### src/rtl/parking_occupancy_counter.sv
// Parking occupancy counter.
// Two gate sensors are synchronized and debounced. A sequence FSM then
// decides which way each car passed. The occupancy is held as two BCD
// digits that saturate at 0 and CAPACITY, and is shown on two active-low
// 7-segment patterns (seg1 is blank when the tens digit is zero).
module parking_occupancy_counter #(
    parameter int CAPACITY        = 20,
    parameter int DEBOUNCE_CYCLES = 1_000_000
) (
    input  logic       clk,
    input  logic       rst_n,
    input  logic       sens_a,
    input  logic       sens_b,
    output logic [6:0] count,
    output logic       full,
    output logic       empty,
    output logic       car_in,
    output logic       car_out,
    output logic       reject,
    output logic [6:0] seg0,
    output logic [6:0] seg1
);

    // The debounce counter only has to reach DEBOUNCE_CYCLES-1.
    localparam int             CW      = (DEBOUNCE_CYCLES > 1) ? $clog2(DEBOUNCE_CYCLES) : 1;
    localparam logic [CW-1:0]  DB_LAST = CW'(DEBOUNCE_CYCLES - 1);
    localparam logic [6:0]     CAP     = 7'(CAPACITY);

    typedef enum logic [2:0] {
        IDLE, EN_A, EN_AB, EN_B, EX_B, EX_AB, EX_A, WAIT_CLR
    } state_e;

    logic [1:0] raw;   // {sens_a, sens_b}
    logic [1:0] ab;    // debounced {d_a, d_b}

    assign raw = {sens_a, sens_b};

    // Per-sensor conditioning: two-flop synchronizer followed by a debouncer
    // that accepts a new level only after it has been stable long enough.
    generate
        for (genvar gi = 0; gi < 2; gi++) begin : g_cond
            logic          sync1_q;
            logic          sync2_q;
            logic          deb_q;
            logic          deb_d;
            logic [CW-1:0] cnt_q;
            logic [CW-1:0] cnt_d;

            // Count consecutive disagreement cycles; any agreement clears the count.
            always_comb begin
                deb_d = deb_q;
                cnt_d = '0;
                if (sync2_q != deb_q) begin
                    if (cnt_q == DB_LAST) begin
                        deb_d = sync2_q;
                    end else begin
                        cnt_d = cnt_q + CW'(1);
                    end
                end
            end

            // Synchronizer, debounced level and counter registers.
            always_ff @(posedge clk or negedge rst_n) begin
                if (!rst_n) begin
                    sync1_q <= 1'b0;
                    sync2_q <= 1'b0;
                    deb_q   <= 1'b0;
                    cnt_q   <= '0;
                end else begin
                    sync1_q <= raw[gi];
                    sync2_q <= sync1_q;
                    deb_q   <= deb_d;
                    cnt_q   <= cnt_d;
                end
            end

            assign ab[gi] = deb_q;
        end
    endgenerate

    state_e     state_q, state_d;
    logic       entry_done, exit_done;

    logic [3:0] ones_q, ones_d;
    logic [3:0] tens_q, tens_d;
    logic [6:0] count_q, count_d;
    logic       full_q, full_d;
    logic       empty_q, empty_d;
    logic       car_in_q, car_in_d;
    logic       car_out_q, car_out_d;
    logic       reject_q, reject_d;
    logic [6:0] seg0_q, seg0_d;
    logic [6:0] seg1_q, seg1_d;

    function automatic logic [6:0] seg7(input logic [3:0] v);
        logic [6:0] s;
        case (v)
            4'd0:    s = 7'b1000000;
            4'd1:    s = 7'b1111001;
            4'd2:    s = 7'b0100100;
            4'd3:    s = 7'b0110000;
            4'd4:    s = 7'b0011001;
            4'd5:    s = 7'b0010010;
            4'd6:    s = 7'b0000010;
            4'd7:    s = 7'b1111000;
            4'd8:    s = 7'b0000000;
            4'd9:    s = 7'b0010000;
            default: s = 7'b1111111;
        endcase
        return s;
    endfunction

    // Sequence FSM next state: forward steps advance, single steps back are
    // tolerated, anything else parks in WAIT_CLR until both sensors clear.
    always_comb begin
        state_d    = state_q;
        entry_done = 1'b0;
        exit_done  = 1'b0;
        case (state_q)
            IDLE: case (ab)
                2'b10:   state_d = EN_A;
                2'b01:   state_d = EX_B;
                2'b11:   state_d = WAIT_CLR;
                default: state_d = IDLE;
            endcase
            EN_A: case (ab)
                2'b11:   state_d = EN_AB;
                2'b00:   state_d = IDLE;
                2'b01:   state_d = WAIT_CLR;
                default: state_d = EN_A;
            endcase
            EN_AB: case (ab)
                2'b01:   state_d = EN_B;
                2'b10:   state_d = EN_A;
                2'b00:   state_d = WAIT_CLR;
                default: state_d = EN_AB;
            endcase
            EN_B: case (ab)
                2'b00: begin
                    state_d    = IDLE;
                    entry_done = 1'b1;
                end
                2'b11:   state_d = EN_AB;
                2'b10:   state_d = WAIT_CLR;
                default: state_d = EN_B;
            endcase
            EX_B: case (ab)
                2'b11:   state_d = EX_AB;
                2'b00:   state_d = IDLE;
                2'b10:   state_d = WAIT_CLR;
                default: state_d = EX_B;
            endcase
            EX_AB: case (ab)
                2'b10:   state_d = EX_A;
                2'b01:   state_d = EX_B;
                2'b00:   state_d = WAIT_CLR;
                default: state_d = EX_AB;
            endcase
            EX_A: case (ab)
                2'b00: begin
                    state_d   = IDLE;
                    exit_done = 1'b1;
                end
                2'b11:   state_d = EX_AB;
                2'b01:   state_d = WAIT_CLR;
                default: state_d = EX_A;
            endcase
            WAIT_CLR: state_d = (ab == 2'b00) ? IDLE : WAIT_CLR;
            default:  state_d = IDLE;
        endcase
    end

    // Saturating BCD count update and event pulses; the binary count tracks
    // the digits step for step so both stay equal to tens*10+ones.
    always_comb begin
        ones_d    = ones_q;
        tens_d    = tens_q;
        count_d   = count_q;
        car_in_d  = 1'b0;
        car_out_d = 1'b0;
        reject_d  = 1'b0;
        if (entry_done) begin
            if (count_q < CAP) begin
                car_in_d = 1'b1;
                count_d  = count_q + 7'd1;
                if (ones_q == 4'd9) begin
                    ones_d = 4'd0;
                    tens_d = tens_q + 4'd1;
                end else begin
                    ones_d = ones_q + 4'd1;
                end
            end else begin
                reject_d = 1'b1;
            end
        end else if (exit_done) begin
            if (count_q != 7'd0) begin
                car_out_d = 1'b1;
                count_d   = count_q - 7'd1;
                if (ones_q == 4'd0) begin
                    ones_d = 4'd9;
                    tens_d = tens_q - 4'd1;
                end else begin
                    ones_d = ones_q - 4'd1;
                end
            end else begin
                reject_d = 1'b1;
            end
        end
        full_d  = (count_d == CAP);
        empty_d = (count_d == 7'd0);
    end

    // Segment patterns come from the registered digits, so they lag count by one cycle.
    always_comb begin
        seg0_d = seg7(ones_q);
        seg1_d = (tens_q == 4'd0) ? 7'b1111111 : seg7(tens_q);
    end

    // FSM state, count digits and all registered outputs.
    always_ff @(posedge clk or negedge rst_n) begin
        if (!rst_n) begin
            state_q   <= IDLE;
            ones_q    <= 4'd0;
            tens_q    <= 4'd0;
            count_q   <= 7'd0;
            full_q    <= 1'b0;
            empty_q   <= 1'b1;
            car_in_q  <= 1'b0;
            car_out_q <= 1'b0;
            reject_q  <= 1'b0;
            seg0_q    <= 7'b1000000;
            seg1_q    <= 7'b1111111;
        end else begin
            state_q   <= state_d;
            ones_q    <= ones_d;
            tens_q    <= tens_d;
            count_q   <= count_d;
            full_q    <= full_d;
            empty_q   <= empty_d;
            car_in_q  <= car_in_d;
            car_out_q <= car_out_d;
            reject_q  <= reject_d;
            seg0_q    <= seg0_d;
            seg1_q    <= seg1_d;
        end
    end

    assign count   = count_q;
    assign full    = full_q;
    assign empty   = empty_q;
    assign car_in  = car_in_q;
    assign car_out = car_out_q;
    assign reject  = reject_q;
    assign seg0    = seg0_q;
    assign seg1    = seg1_q;

endmodule

### config.mk
export PLATFORM = sky130hd
export DESIGN_NAME = parking_occupancy_counter
export DESIGN_NICKNAME = d
export VERILOG_FILES = /design/src/rtl/parking_occupancy_counter.sv
export SDC_FILE = /design/constraint.sdc
export NUM_CORES = 1
export LEC_CHECK = 0
export CAP_MARGIN = 20
export CORE_ASPECT_RATIO = 0.5
export CORE_MARGIN = 5
export CORE_UTILIZATION = 50
export CTS_CLUSTER_DIAMETER = 80
export DETAILED_ROUTE_END_ITERATION = 8
export GPL_ROUTABILITY_DRIVEN = 1
export GPL_TIMING_DRIVEN = 0
export PLACE_DENSITY_LB_ADDON = 0.25
export SYNTH_ARGS = -nofsm -noshare
export SYNTH_HDL_FRONTEND = slang
export SYNTH_SLANG_ARGS = --single-unit
export TNS_END_PERCENT = 5
### constraint.sdc
create_clock -name clk -period 3.1 [get_ports clk]
set_clock_uncertainty 0.15 [all_clocks]
set_input_delay 0.62 -clock clk [delete_from_list [all_inputs] [get_ports clk]]
set_output_delay 0.62 -clock clk [all_outputs]
set_load 0.01 [all_outputs]
==> results.cfg <==
[logic_synthesis]
ys_warn_count = 0
synth_top_flop_cell = dfrtp_1
synth_area_um2 = 4450
synthesized_instance_count = 466
synthDominantCellAreaShare_pct = 41.6
synth_seq_cells = 83
synth.yosys.seq_area_share_pct = 47.0
synth.avg_cell_area_um2 = 9.54
synth-async-reset-ratio_pct = 100
synth_enable_flop_cells = 0
netlist.top_cell.by_area = dfrtp_1
netlist-cell-type-count = 57
synth_nets = 496
ys_top_cells_by_area = dfrtp_1 42%, ha_1 7.0%, nor2_1 6.9%

[critical_path]
critical-path-slowest-cell = dfrtp_1
worstPathCellList = inv_1, ha_1, buf_2, and4b_1, buf_6, inv_1, ha_1, a21o_1, a21oi_1, xnor2_1, nand2_1, xnor2_1
arrival_ns = 2.85
cpPeakStageDelay_ns = 0.47
worstSetupPathType = flop to flop
worst_path_dominant_cell_family = buffers and inverters
critical_path_endpoint = tens_q[3]
crit_fanout = 10
timing.critical_path.to_type = flop
startpoint = g_cond[0].deb_q
cp_num_cells = 12
cp_num_buf_inv = 4
r2r_start = g_cond[0].deb_q
r2r.worst_path.cells = 12
timing.reg2reg.setup_slack_ns = 0.30
required_ns = 3.15
r2r-end = tens_q[3]
worstSetupStartpointType = flop

[final_layout]
antenna_cells_inserted = 0
final_layout_size_suffix_gt1_share_pct = 8.38
synthesis_to_layout_area_growth_pct = 17.8
finalNetCount = 538
mostFrequentLayoutCell = nor2_1
finished_layout_cell_area_um2 = 5240
mostFrequentLayoutCells = 82 x nor2_1, 74 x dfrtp_1, 32 x nand2_1
n_fill_cell = 749

[power_and_ir_drop]
leakagePower_nw = 2.25
seqPwrFrac_pct = 48.2
pwr_density_cell_nw_per_um2 = 436
net-switching-power_w = 0.000467
vdd.ir_drop.worst_v = 0.000284
power_w = 0.00228
internal_power_w = 0.00182
combPwrFrac_pct = 2.2
clock_network_fraction_of_total_power_pct = 49.6
swShare_pct = 20.5

[sta]
final_period_minus_worst_setup_slack_ns = 2.80
final_hold_viol_count = 0
final_setup_violations = 0
timing.slew.headroom_pct = 70.5
tightestPinTransition_ns = 0.442
max_clock_freq_mhz = 357
fin_crit_sh_pct = 90.2
maxSlewViolCount = 0
setup_repair_after_global_routing_missed_its_margin = no

[floorplan]
rows = 24
floorplan.die_area_um2 = 11000
start_util_pct = 51.2
design.portCount = 30
chipWidth_um = 143
die_h_um = 76.7
core_area_um2 = 8680

[drt]
drt_pre_antenna_iters = 5
wire_per_inst_um = 13.6
drt_iter0_markers = 163
finalWirelength_um = 8590
dr_wl_met3_um = 337
dr.max_layer_used = met4
drt-met1-wl_um = 4120
vias_per_cell = 5.34
routed-wl-met2_um = 4010
dr_total_vias = 3366
antenna_violating_nets_post_route = 0
detail_route.drc_violations = 0

[placement]
place.port_buffers = 29
place_hpwl_um = 5980
postPlaceCellArea_um2 = 4910
globalplace.congestion = 0.812

[global_route]
first_global_vias = 3212
largest_net_degree_at_the_start_of_global_routing = 73
globalRouteTotalUtil_pct = 16.6
global_route_wire_length_before_repair_um = 15000
antenna_found_initial = 0
grt-ovfl-total = 0

[clock_network]
clock_tree_from_tritoncts = built
ctsHoldBuffers = 1
cts-root-to-sink-buffers = 2
clkTransAtPathRegs_ns = 0.06
cts_max_level = 3
cts_made_buffers = 9
root_buffer = clkbuf_16
clock_sink_count = 83
cts.repair_timing.setup_buffer_count = 0
clock_insertion_delay_worst_skew_ns = 0.33
cts_repair_resize_count = 0

[job]
drv.max_cap_violation_count = 0

[status]
status = completed

[worst_hold_path]
hold_crit_class = flop to flop
## worst register-to-register path: stages (launching register included)
cell and delay [ns]:
dfrtp_1 0.47, inv_1 0.16, ha_1 0.22, buf_2 0.17, and4b_1 0.21, buf_6 0.15, inv_1 0.21, ha_1 0.29
a21o_1 0.15, a21oi_1 0.16, xnor2_1 0.13, nand2_1 0.08, xnor2_1 0.13
## sequential cells by signal (all words and copies together) (netlist names), 2 cells and up
| register | cells |
|---|---|
| g_cond.cnt_q | 40 |
| tens_q | 4 |
| g_cond.deb_q | 2 |
| g_cond.sync1_q | 2 |
| count | 7 |
| seg1 | 7 |
| ones_q | 4 |
| state_q | 3 |
| g_cond.sync2_q | 2 |
| seg0 | 7 |
## stage by stage
stage          setup TNS [ns]  hold slack, ns  setup slack (ns)  std cells  utilization [%]
6_report                    0           0.199             0.302        630             60.4
5_1_grt                     0           0.216            0.0757        630             60.4
4_1_cts                     0           0.200             0.318        630             60.4
3_5_place_dp                0           0.186             0.323        613             56.6
3_3_place_gp          -132.11           0.183             -1.71        612             56.3
2_1_floorplan               0           0.174             0.572        466                -
## power groups by stage
| stage | Combinational (W) | Sequential (W) | Clock, W |
|---|---|---|---|
| global placement | 0.0000477 | 0.00112 | 0 |
| detailed placement | 0.0000524 | 0.00112 | 0 |
| finish | 0.0000506 | 0.00110 | 0.00113 |
| floorplan | 0.0000185 | 0.00112 | 0 |
| CTS | 0.0000536 | 0.00110 | 0.00117 |
| global route | 0.0000606 | 0.00110 | 0.00121 |
## cells in the mapped netlist (12+ instances only)
cell type,number
a21oi_1,19
inv_1,23
nand2_1,32
xnor2_1,29
dfrtp_1,74
ha_1,25
clkbuf_1,12
o21ai_0,20
nor3_1,12
xor2_1,14
nand3_1,18
nor2_1,82
## final cells by class
cell class              count  area [um^2]  area share [%]
plain buffers              16         71.3            1.36
repair buffers             31          325            6.21
multi-input cells         343         2190            41.9
clock buffers              10          229            4.37
inverters                  24         92.6            1.77
well taps                 117          146            2.80
flip-flops and latches     83         2090            39.9
clock inverters             6         90.1            1.72
## worst min path at each step
| stage | startpoint | slack [ns] | end | depth (start not counted) |
|---|---|---|---|---|
| CTS | g_cond[1].sync1_q | 0.20 | g_cond[1].sync2_q | 0 |
| detailed placement | g_cond[1].sync1_q | 0.19 | g_cond[1].sync2_q | 0 |
| floorplan | rst_n | 0.17 | car_in | 0 |
| global route | g_cond[1].sync1_q | 0.22 | g_cond[1].sync2_q | 0 |
| finish | g_cond[1].sync1_q | 0.20 | g_cond[1].sync2_q | 0 |
| global placement | g_cond[1].sync1_q | 0.18 | g_cond[1].sync2_q | 0 |
## kinds of logic after synthesis
group           count (synthesis)  share of synthesized area (%)
flops                          83                           47.0
xor+xnor                       43                           8.47
buf+inv                        40                           3.69
simple gates                  199                           22.2
mux                             6                           1.72
compound gates                 69                           9.45
fa+ha+maj                      26                           7.48
## layer usage
| metal | global-route usage [%] | vias to the layer above |
|---|---|---|
| met1 | 22.2 | 1615 |
| met4 | 5.36 | 0 |
| li1 | - | 1679 |
| met3 | 5.22 | 16 |
| met2 | 25.8 | 56 |
| met5 | 0 | - |
Note: power is estimated with default switching activity, not from simulation.
